===== config.mk =====
export PLATFORM = sky130hd
export DESIGN_NAME = decision_wait_nch
export DESIGN_NICKNAME = d
export VERILOG_FILES = /design/src/rtl/decision_wait_pkg.sv /design/src/rtl/dw_pick_lowest.sv /design/src/rtl/decision_wait_nch.sv
export SDC_FILE = /design/constraint.sdc
export NUM_CORES = 1
export LEC_CHECK = 0
export ABC_AREA = 1
export BUFFER_PORTS_ARGS = -buffer_cell sky130_fd_sc_hd__buf_2
export CORE_MARGIN = 4
export CORE_UTILIZATION = 30
export CTS_BUF_LIST = sky130_fd_sc_hd__clkbuf_8
export DETAILED_ROUTE_END_ITERATION = 12
export PLACE_DENSITY = 0.61
export REMOVE_ABC_BUFFERS = 1
export SYNTH_ARGS = -nofsm -noshare
export SYNTH_HDL_FRONTEND = slang
export SYNTH_SLANG_ARGS = --single-unit

===== constraint.sdc =====
create_clock -name clk -period 1.8 [get_ports clk]
set_clock_uncertainty 0.15 [all_clocks]
set_input_delay 0.09 -clock clk [delete_from_list [all_inputs] [get_ports clk]]
set_output_delay 0.09 -clock clk [all_outputs]
set_load 0.03 [all_outputs]

===== src/rtl/decision_wait_pkg.sv =====
// Shared types and helpers for the decision-wait element.
//   dw_state_e  : FSM states (S_IDLE / S_HOLD); only four-phase mode leaves S_IDLE
//   MAX_CH      : widest supported channel count
//   pick_lowest : isolates the lowest set bit of a MAX_CH-wide vector (one-hot result)
//   popcnt_gt1  : true when more than one bit of the vector is set
package decision_wait_pkg;

    localparam int MAX_CH = 16;

    localparam logic [MAX_CH-1:0] VEC_ONE = MAX_CH'(1);

    typedef enum logic [0:0] {
        S_IDLE = 1'b0,
        S_HOLD = 1'b1
    } dw_state_e;

    // x & -x keeps only the lowest set bit.
    function automatic logic [MAX_CH-1:0] pick_lowest(input logic [MAX_CH-1:0] vec);
        return vec & (~vec + VEC_ONE);
    endfunction

    // Clearing the lowest set bit leaves something only if there were two or more.
    function automatic logic popcnt_gt1(input logic [MAX_CH-1:0] vec);
        return (vec & (vec - VEC_ONE)) != '0;
    endfunction

endpackage


===== src/rtl/dw_pick_lowest.sv =====
// Priority selector: lowest set bit wins.
//   i_vec    in  N_CH  candidate requests
//   o_onehot out N_CH  one-hot copy of the winning bit (zero if none)
//   o_idx    out IW    index of the winning bit (zero if none)
//   o_any    out 1     at least one candidate present
//   o_multi  out 1     more than one candidate present
module dw_pick_lowest
    import decision_wait_pkg::*;
#(
    parameter int N_CH = 4,
    parameter int IW   = $clog2(N_CH)
) (
    input  logic [N_CH-1:0] i_vec,
    output logic [N_CH-1:0] o_onehot,
    output logic [IW-1:0]   o_idx,
    output logic            o_any,
    output logic            o_multi
);

    logic [MAX_CH-1:0] w_vec_ext;
    logic [MAX_CH-1:0] w_pick_ext;
    logic [IW-1:0]     w_idx_terms [N_CH];

    always_comb begin
        w_vec_ext             = '0;
        w_vec_ext[N_CH-1:0]   = i_vec;
    end

    assign w_pick_ext = pick_lowest(w_vec_ext);
    assign o_onehot   = w_pick_ext[N_CH-1:0];
    // Upper bits of the pick are always zero, so OR-ing the whole word is exact.
    assign o_any      = |w_pick_ext;
    assign o_multi    = popcnt_gt1(w_vec_ext);

    // One-hot to binary: each bit contributes its own index when it is the winner.
    genvar gi;
    generate
        for (gi = 0; gi < N_CH; gi++) begin : g_idx_term
            assign w_idx_terms[gi] = w_pick_ext[gi] ? IW'(gi) : '0;
        end
    endgenerate

    always_comb begin
        o_idx = '0;
        for (int k = 0; k < N_CH; k++) begin
            o_idx = o_idx | w_idx_terms[k];
        end
    end

endmodule


===== src/rtl/decision_wait_nch.sv =====
// N-channel decision-wait element (clocked emulation of an async decision-wait).
// A shared fire request rendezvouses with one channel request a[i]; z[i] acknowledges.
//   clk       in   1     clock
//   rstn      in   1     synchronous active-low reset
//   fire      in   1     shared request (transition in two-phase, level in four-phase)
//   a         in   N_CH  channel requests (mutually exclusive by protocol)
//   err_clr   in   1     clears the sticky error flag
//   z         out  N_CH  registered channel acknowledges
//   fire_ack  out  1     two-phase: XOR of z; four-phase: OR of z
//   waiting   out  1     fire pending with no channel to serve yet
//   grant_idx out  IW    registered index of the last channel served
//   err       out  1     mutual-exclusion / protocol violation flag
module decision_wait_nch
    import decision_wait_pkg::*;
#(
    parameter int N_CH       = 4,
    parameter int FOUR_PHASE = 0,
    parameter int ERR_STICKY = 1,
    parameter int IW         = $clog2(N_CH)
) (
    input  logic            clk,
    input  logic            rstn,
    input  logic            fire,
    input  logic [N_CH-1:0] a,
    input  logic            err_clr,
    output logic [N_CH-1:0] z,
    output logic            fire_ack,
    output logic            waiting,
    output logic [IW-1:0]   grant_idx,
    output logic            err
);

    dw_state_e       r_state_reg;
    dw_state_e       w_state_next;
    logic [N_CH-1:0] r_z_reg;
    logic [N_CH-1:0] w_z_next;
    logic [IW-1:0]   r_grant_reg;
    logic [IW-1:0]   w_grant_next;
    logic            r_err_reg;
    logic            w_viol;

    logic [N_CH-1:0] w_pick_in;
    logic [N_CH-1:0] w_onehot;
    logic [IW-1:0]   w_idx;
    logic            w_any;
    logic            w_multi;
    logic            w_waiting;
    logic            w_fire_ack;

    dw_pick_lowest #(
        .N_CH (N_CH),
        .IW   (IW)
    ) u_pick (
        .i_vec    (w_pick_in),
        .o_onehot (w_onehot),
        .o_idx    (w_idx),
        .o_any    (w_any),
        .o_multi  (w_multi)
    );

    // State register
    always_ff @(posedge clk) begin
        if (!rstn) begin
            r_state_reg <= S_IDLE;
        end else begin
            r_state_reg <= w_state_next;
        end
    end

    // Acknowledge, grant index and error registers
    always_ff @(posedge clk) begin
        if (!rstn) begin
            r_z_reg     <= '0;
            r_grant_reg <= '0;
            r_err_reg   <= 1'b0;
        end else begin
            r_z_reg     <= w_z_next;
            r_grant_reg <= w_grant_next;
            // Set wins over clear when both happen in the same cycle.
            r_err_reg   <= (ERR_STICKY != 0) ? ((r_err_reg & ~err_clr) | w_viol) : w_viol;
        end
    end

    generate
        if (FOUR_PHASE == 0) begin : g_two_phase
            logic w_fire_pend;

            // A side is pending while its level differs from the ack parity it expects.
            assign w_pick_in   = a ^ r_z_reg;
            assign w_fire_pend = fire ^ (^r_z_reg);

            // Two-phase operation never leaves S_IDLE.
            always_comb begin
                w_state_next = r_state_reg;
            end

            always_comb begin
                w_z_next     = r_z_reg;
                w_grant_next = r_grant_reg;
                w_viol       = 1'b0;
                if (w_fire_pend && w_any) begin
                    w_z_next     = r_z_reg ^ w_onehot;
                    w_grant_next = w_idx;
                    w_viol       = w_multi;
                end
            end

            assign w_waiting  = w_fire_pend & ~w_any;
            assign w_fire_ack = ^r_z_reg;
        end else begin : g_four_phase
            logic r_seen_reg;
            logic w_seen_next;
            logic w_other;
            logic w_release;

            assign w_pick_in = a;
            // In S_HOLD r_z_reg is the one-hot of the served channel.
            assign w_other   = |(a & ~r_z_reg);
            assign w_release = ~fire & ~(|(a & r_z_reg));

            always_comb begin
                w_state_next = r_state_reg;
                case (r_state_reg)
                    S_IDLE:  if (fire && w_any) w_state_next = S_HOLD;
                    S_HOLD:  if (w_release)     w_state_next = S_IDLE;
                    default: w_state_next = S_IDLE;
                endcase
            end

            // r_seen_reg remembers that a foreign request is already reported, so a
            // request held high across several cycles counts as a single violation.
            always_comb begin
                w_z_next     = r_z_reg;
                w_grant_next = r_grant_reg;
                w_viol       = 1'b0;
                w_seen_next  = 1'b0;
                case (r_state_reg)
                    S_IDLE: begin
                        if (fire && w_any) begin
                            w_z_next     = w_onehot;
                            w_grant_next = w_idx;
                            w_viol       = w_multi;
                            w_seen_next  = w_multi;
                        end
                    end
                    S_HOLD: begin
                        w_viol      = w_other & ~r_seen_reg;
                        w_seen_next = w_other;
                        if (w_release) begin
                            w_z_next = '0;
                        end
                    end
                    default: begin
                        w_z_next = '0;
                    end
                endcase
            end

            always_ff @(posedge clk) begin
                if (!rstn) begin
                    r_seen_reg <= 1'b0;
                end else begin
                    r_seen_reg <= w_seen_next;
                end
            end

            assign w_waiting  = (r_state_reg == S_IDLE) & fire & ~(|a);
            assign w_fire_ack = |r_z_reg;
        end
    endgenerate

    assign z         = r_z_reg;
    assign grant_idx = r_grant_reg;
    assign err       = r_err_reg;
    assign waiting   = w_waiting;
    assign fire_ack  = w_fire_ack;

endmodule

==> impl_metrics.toml, run 1 <==
[outcome]
status = "completed"

[drt]
num_vias = 590
ant_nets = 0
totalWireLength_mm = 1.32
post_drt_wl_per_cell_um = 9.36
firstDrtPassIters = 3
initialDrtViolationCount = 1
drc_errors = 0
via_per_inst = 4.18

[timing]
max_slew_margin_pct = 81.0
max_freq_ghz = 0.595
post-route-min-period_ns = 1.68
hold_slack_ns = 0.0325
max_slew.worst_pin.slew_ns = 0.284
setup-violations-final = 0
setup_tns_ns = 0
hold_viol_final = 0
rsz0062_at_grt = "false"
slew_viol_final = 0
finalWorstSetupSlack_ns = 0.119
fin_crit_sh_pct = 93.4

[clocking]
cts_tree = "done"
worstSkewPairLatency_ns = 0.23
htreeDepth = 1
cts-root-buf = "clkbuf_8"
clk_pin_slew_worst_paths_ns = 0.04
cts_buffers = 3
clk_path_buf_depth = 2
cts.sinks = 7
cts_setup_buffers = 0

[cells_and_area]
syn_to_final_growth_pct = 36.7
fin_area_sq_um = 802
n_antenna_cell = 0
fillers = 207
nNetsFinal = 125
multi_input_area_sq_um = 394
drive_above_1_share_pct = 36.2
seq_area_sq_um = 146

[worst_hold_path]
hold_class = "input pin to flip-flop"

[die]
io_pins = 17
die_y_um = 52.2
fp.dieW_um = 52.2
die-area_sq_um = 2730
rows = 15
start_util_pct = 32.9
core_sq_um = 1780

[place]
place_congestion = 0.727
port_buffers = 16
pre_cts_ws_ns = 0.159
placed_area_sq_um = 687
dp_hpwl_mm = 1.04

[global_routing]
grtUsageTotal_pct = 11.5
grt_max_degree = 10
grt_overflow_total = 0
antenna_found_initial = 0
grt_pass1_vias = 540
grt_pass1_wl_mm = 2.24

[worst_setup_path]
arrival_ns = 1.44
worstSetupStartpointType = "input pin"
path_max_fanout = 8
required_ns = 1.56
crit_path_end_kind = "output pin"
critPathKind = "input pin to output pin"

[power_and_ir_drop]
leakagePower_nw = 0.455
fin_total_pwr_mw = 1.60
p_per_area_nw_per_um2 = 2000
peakVddDrop_mv = 0.813

[logic_synthesis]
ys_seq_area_share_pct = 23.9
syn_inst = 94
syn_area_sq_um = 587
ys_warn_count = 0
yosysUniqueCellTypes = 18
ys_ff_latch = 7
synth.avg_cell_area_sq_um = 6.24

[job]
drv_cap = 0
==> worst paths after layout <==
kind,start,endpoint,slack (ns),cells after the start
worst max-delay path,a[3],waiting,0.12,7
worst min-delay path,a[0],z[0],0.03,3
worst max register to register,flip-flop,flip-flop,0.34,9
worst min register to register,err,err,0.31,2
==> synth_stat cells <==
| master | number | area [sq um] |
|---|---|---|
| nand2_1 | 31 | 116 |
| inv_1 | 15 | 56.3 |
| nor2_1 | 8 | 30.0 |
| dfxtp_1 | 7 | 140 |
| nand3_1 | 6 | 30.0 |
| a21oi_1 | 4 | 20.0 |
| inv_2 | 4 | 15.0 |
| nand2_2 | 3 | 18.8 |
| nand3_2 | 3 | 30.0 |
| xnor2_1 | 3 | 26.3 |
| nand2_4 | 2 | 22.5 |
| nand4_1 | 2 | 12.5 |
| a21oi_2 | 1 | 8.76 |
| buf_6 | 1 | 11.3 |
| nor2_2 | 1 | 6.26 |
| or2_2 | 1 | 6.26 |
| xnor2_4 | 1 | 27.5 |
| xor2_1 | 1 | 8.76 |
==> what timing repair did <==
action                                 CTS  global route
cloned                                   0             0
hold buffers                             3             0
pin swaps                                0             2
setup endpoints to repair                1             1
gates resized for setup                  3             7
endpoints found under the hold margin    4             0
==> through the flow <==
| stage | util [%] | cells |
|---|---|---|
| after floorplan | - | 93 |
| after global placement | 38.5 | 134 |
| after detailed placement | 38.5 | 134 |
| after CTS | 43.4 | 141 |
| after global routing | 45.0 | 141 |
| final | 45.0 | 141 |
==> report_power, final <==
group	internal (mW)	switching, mW
registers	0.230	0.105
logic	0.374	0.671
clock network	0.150	0.0733
==> cell type report <==
class / instances / share of cell area (%)
clock inverter: 1 / 0.624
multi-input combinational: 67 / 49.1
timing repair buffer: 19 / 14.0
tap: 25 / 3.90
clock buffer: 3 / 5.15
inverter: 19 / 8.89
sequential: 7 / 18.3
==> worst max-delay path, stage by stage <==
cell and delay (ns):
dlygate4sd3_1 0.53, buf_2 0.13, xor2_1 0.17, nor2_2 0.15
nand2_4 0.10, a21oi_2 0.11, buf_4 0.16
==> layer usage <==
layer	track usage, %	wire length (um)
met4	5.11	14
met5	0	0
met2	16.1	557
met1	14.5	647
met3	5.70	100
==> cell families after synthesis <==
group	share of synthesized area [%]
AO/OA/AOI/OAI	4.90
flip-flops	23.9
AND/OR/NAND/NOR	46.5
buffers and inverters	14.1
XOR/XNOR	10.7
==> cell usage in the layout, fill, tap and decap left out, types with 4 or more instances in the layout <==
master	instances
buf_2	15
dfxtp_1	4
inv_1	15
inv_2	4
nand2_1	31
nand3_1	6
nor2_1	8
Power figures use the tool's default switching activity.
==> run 2, diff against run 1 <==
--- a/config.mk
+++ b/config.mk
@@ -12,6 +12,7 @@
 export CTS_BUF_LIST = sky130_fd_sc_hd__clkbuf_8
 export DETAILED_ROUTE_END_ITERATION = 12
 export PLACE_DENSITY = 0.61
+export RECOVER_POWER = 50
 export REMOVE_ABC_BUFFERS = 1
 export SYNTH_ARGS = -nofsm -noshare
 export SYNTH_HDL_FRONTEND = slang
==> run 2 against run 1 <==
Effect of this change:
- flip-flop and latch count unchanged
- via count increased by 0.34%
- final cell count is the same
- largest power group unchanged
- final area decreased by 1.1%
- clock power is essentially flat
- setup slack lost 0.0036 ns
- combinational power barely moved
- critical path type unchanged
- global-route usage is the same
- count of clock-buffer cells in the layout unchanged
==> impl_metrics.toml, run 2 (synthesis gave the netlist of run 1 again) <==
[cells_and_area]
layout_commonest_cell = "nand2_1"
drive_above_1_share_pct = 30.2
final_cell_mix = "nand2_1 (31), inv_1 (15), nor2_1 (8), buf_2 (8), clkbuf_1 (7)"
n_antenna_cell = 0
syn_to_final_growth_pct = 35.2
nNetsFinal = 125
fillers = 211
fin_area_sq_um = 793

[clocking]
clk_path_buf_depth = 2
cts_tree = "done"
htreeDepth = 1
cts-root-buf = "clkbuf_8"
cts.sinks = 7
clk_pin_slew_worst_paths_ns = 0.04
worstSkewPairLatency_ns = 0.23
cts_setup_buffers = 0
cts_buffers = 3

[drt]
firstDrtPassIters = 2
ant_nets = 0
totalWireLength_mm = 1.31
post_drt_wl_per_cell_um = 9.32
drc_errors = 0
num_vias = 592
via_per_inst = 4.20
initialDrtViolationCount = 1

[timing]
max_slew_margin_pct = 74.8
post-route-min-period_ns = 1.68
finalWorstSetupSlack_ns = 0.116
hold_viol_final = 0
fin_crit_sh_pct = 93.6
max_slew.worst_pin.slew_ns = 0.380
rsz0062_at_grt = "false"
max_freq_ghz = 0.594
setup_tns_ns = 0
slew_viol_final = 0
setup-violations-final = 0

[place]
dp_hpwl_mm = 1.04
pre_cts_ws_ns = 0.159
place_congestion = 0.727
placed_area_sq_um = 687
port_buffers = 16

[power_and_ir_drop]
peakVddDrop_mv = 0.804
leakagePower_nw = 0.427
p_per_area_nw_per_um2 = 2010
fin_total_pwr_mw = 1.59

[worst_setup_path]
cp_slowest_cell = "dlygate4sd3_1"
path_cells = "dlygate4sd3_1 > buf_2 > xor2_1 > nor2_2 > nand2_4 > a21oi_2 > buf_4"
worstSetupStartpointType = "input pin"
slowest_delay_ns = 0.53
path_max_fanout = 8
crit_path_end_kind = "output pin"
critPathKind = "input pin to output pin"
arrival_ns = 1.44
required_ns = 1.56

[die]
die_y_um = 52.2
io_pins = 17
core_sq_um = 1780
fp.dieW_um = 52.2
start_util_pct = 32.9
rows = 15
die-area_sq_um = 2730

[global_routing]
grt_max_degree = 10
grtUsageTotal_pct = 11.5
grt_pass1_vias = 540
grt_overflow_total = 0
grt_pass1_wl_mm = 2.24
antenna_found_initial = 0

[worst_hold_path]
hold_class = "input pin to flip-flop"

[outcome]
status = "completed"

[job]
drv_cap = 0
-- run 2: worst max-delay path: cells and delay by family --
family                 cells  cell delay [ns]
AO/OA/AOI/OAI              1             0.11
XOR/XNOR                   1             0.17
buffers and inverters      3             0.82
AND/OR/NAND/NOR            2             0.25
-- run 2: metrics by stage --
stage	std cells	hold slack [ns]	utilization, %
after floorplan	93	0.0604	-
after global placement	134	0.193	38.5
after detailed placement	134	0.204	38.5
after CTS	141	0.0248	43.4
after global routing	141	0.0415	44.5
final	141	0.0303	44.5
-- run 2: cell type report --
| class | instances | area, sq um | share of cell area, % |
|---|---|---|---|
| Multi-Input combinational cell | 67 | 394 | 49.7 |
| Sequential cell | 7 | 146 | 18.5 |
| Timing Repair Buffer | 19 | 104 | 13.1 |
| Inverter | 19 | 71.3 | 8.99 |
| Clock buffer | 3 | 41.3 | 5.21 |
| Tap cell | 25 | 31.3 | 3.94 |
| Clock inverter | 1 | 5.00 | 0.631 |
-- run 2: power breakdown --
group | internal [mW] | total (mW) | switching, mW
Combinational | 0.357 | 1.03 | 0.673
Sequential | 0.230 | 0.337 | 0.106
Clock | 0.150 | 0.224 | 0.0734
Total | 0.737 | 1.59 | 0.853
-- run 2: timing repair --
item | 4_1_cts | 5_1_grt
hold endpoints to repair | 4 | 0
endpoints found under the setup margin | 1 | 1
pin swaps | 0 | 2
hold buffers | 3 | 0
gates resized for setup | 3 | 7
-- run 2: worst paths after layout --
kind / from / endpoint / slack, ns / cells after the start
setup / recovery: a[3] / waiting / 0.12 / 7
hold / removal: a[0] / z[0] / 0.03 / 3
setup reg to reg: flip-flop / flip-flop / 0.34 / 9
hold reg to reg: err / err / 0.31 / 2
-- run 2: metal layers --
| metal | global-route usage (%) | routed length (um) | vias up |
|---|---|---|---|
| li1 | - | - | 327 |
| met1 | 14.5 | 651 | 242 |
| met2 | 16.1 | 542 | 18 |
| met3 | 5.70 | 100 | 5 |
| met4 | 5.11 | 19 | 0 |
| met5 | 0 | 0 | - |
==> run 3, diff against run 2 <==
--- a/config.mk
+++ b/config.mk
@@ -9,7 +9,7 @@
 export BUFFER_PORTS_ARGS = -buffer_cell sky130_fd_sc_hd__buf_2
 export CORE_MARGIN = 4
 export CORE_UTILIZATION = 30
-export CTS_BUF_LIST = sky130_fd_sc_hd__clkbuf_8
+export CTS_BUF_LIST = sky130_fd_sc_hd__clkbuf_16
 export DETAILED_ROUTE_END_ITERATION = 12
 export PLACE_DENSITY = 0.61
 export RECOVER_POWER = 50
==> run 3 against run 2 <==
Effect of this change:
- non-clock buffer count did not move
- largest power group unchanged
- global-route usage rose by 0.059 points
- via count shrank 0.51%
==> impl_metrics.toml, run 3 (synthesis gave the netlist of run 1 again) <==
[place]
pre_cts_ws_ns = 0.159
dp.cells = 134
dp_hpwl_mm = 1.04
place_congestion = 0.727
port_buffers = 16
placed_area_sq_um = 687

[worst_setup_path]
crit_path_start = "a[3]"
arrival_ns = 1.44
worstSetupStartpointType = "input pin"
path_cells = "dlygate4sd3_1 > buf_2 > xor2_1 > nor2_2 > nand2_4 > a21oi_2 > buf_4"
r2r_slack_ns = 0.34
path_max_fanout = 8
crit_path_end_kind = "output pin"
slowest_delay_ns = 0.53
required_ns = 1.56
cp_slowest_cell = "dlygate4sd3_1"
critPathKind = "input pin to output pin"

[drt]
post_drt_wl_per_cell_um = 9.28
initialDrtViolationCount = 3
drc_errors = 0
firstDrtPassIters = 3
totalWireLength_mm = 1.31
via_per_inst = 4.18
num_vias = 589
ant_nets = 0

[die]
start_util_pct = 32.9
fp.dieW_um = 52.2
io_pins = 17
die_y_um = 52.2
rows = 15
die-area_sq_um = 2730
core_sq_um = 1780

[clocking]
cts_buffers = 3
clk_pin_slew_worst_paths_ns = 0.04
cts.sinks = 7
clk_path_buf_depth = 2
htreeDepth = 1
cts-root-buf = "clkbuf_16"
cts_tree = "done"
worstSkewPairLatency_ns = 0.23

[worst_hold_path]
hold_class = "input pin to flip-flop"
hp-start = "a[0]"

[timing]
max_freq_ghz = 0.594
fin_crit_sh_pct = 93.5
hold_viol_final = 0
max_slew_margin_pct = 74.8
rsz0062_at_grt = "false"
max_slew.worst_pin.slew_ns = 0.380
slew_viol_final = 0
post-route-min-period_ns = 1.68
setup-violations-final = 0
finalWorstSetupSlack_ns = 0.117

[power_and_ir_drop]
leakagePower_nw = 0.442
peakVddDrop_mv = 1.38
p_per_area_nw_per_um2 = 2110
fin_total_pwr_mw = 1.74

[cells_and_area]
final_cell_mix = "nand2_1 (31), inv_1 (15), nor2_1 (8), buf_2 (8), clkbuf_1 (7)"
layout_commonest_cell = "nand2_1"
fillers = 205
syn_to_final_growth_pct = 40.9
n_antenna_cell = 0
drive_above_1_share_pct = 30.2
fin_area_sq_um = 827
finalNonFillerCells = 141
nNetsFinal = 125

[job]
drv_cap = 0

[global_routing]
grt_pass1_wl_mm = 2.21
grt_overflow_total = 0
grtUsageTotal_pct = 11.5
antenna_found_initial = 0
use_met1_pct = 14.5
grt_pass1_vias = 527
grt_max_degree = 10
met2_usage_pct = 15.7
busiest_layer = "met2"
grtUsageMet3_pct = 5.70

[outcome]
status = "completed"
==> run 3: per-layer routing <==
| metal | vias to the layer above | part of all wire [%] |
|---|---|---|
| li1 | 327 | - |
| met1 | 241 | 49 |
| met2 | 19 | 41 |
| met3 | 2 | 7.4 |
| met4 | 0 | 2.1 |
| met5 | - | 0 |
==> run 3: final cells by class <==
class                   count  area (sq um)  share of cell area (%)
multi-input cells          67           394                    47.7
flip-flops and latches      7           146                    17.7
repair buffers             19           104                    12.6
clock buffers               3          75.1                    9.08
inverters                  19          71.3                    8.62
well taps                  25          31.3                    3.78
clock inverters             1          5.00                   0.605
==> run 3: path summary, 6_finish.rpt <==
path / end / cells after the start
max: waiting / 7
max reg2reg: flip-flop / 9
min reg2reg: grant_idx[1] / 2
min: z[0] / 3
==> run 3: report_power, final <==
group          internal [mW]  total [mW]  switching (mW)
clock                  0.292       0.380          0.0885
combinational          0.357        1.03           0.669
sequential             0.231       0.337           0.106
==> run 3: repair_timing <==
item,CTS,global route
pin swaps,0,2
hold buffers,3,0
buffers inserted,0,0
hold endpoints to repair,4,0
endpoints found under the setup margin,1,1
resized for setup,3,7
==> run 3: worst max-delay path, delay by kind of cell <==
| kind | cells | cell delay, ns |
|---|---|---|
| AO/OA/AOI/OAI | 1 | 0.11 |
| XOR/XNOR | 1 | 0.17 |
| buffers and inverters | 3 | 0.82 |
| AND/OR/NAND/NOR | 2 | 0.25 |
==> run 3: per-stage QoR <==
step	TNS [ns]	utilization (%)	hold WS [ns]
finish	0	46.4	0.0294
global route	0	46.4	0.0338
CTS	0	45.3	0.0240
detailed placement	0	38.5	0.204
global placement	0	38.5	0.193
floorplan	-0.121	-	0.0604
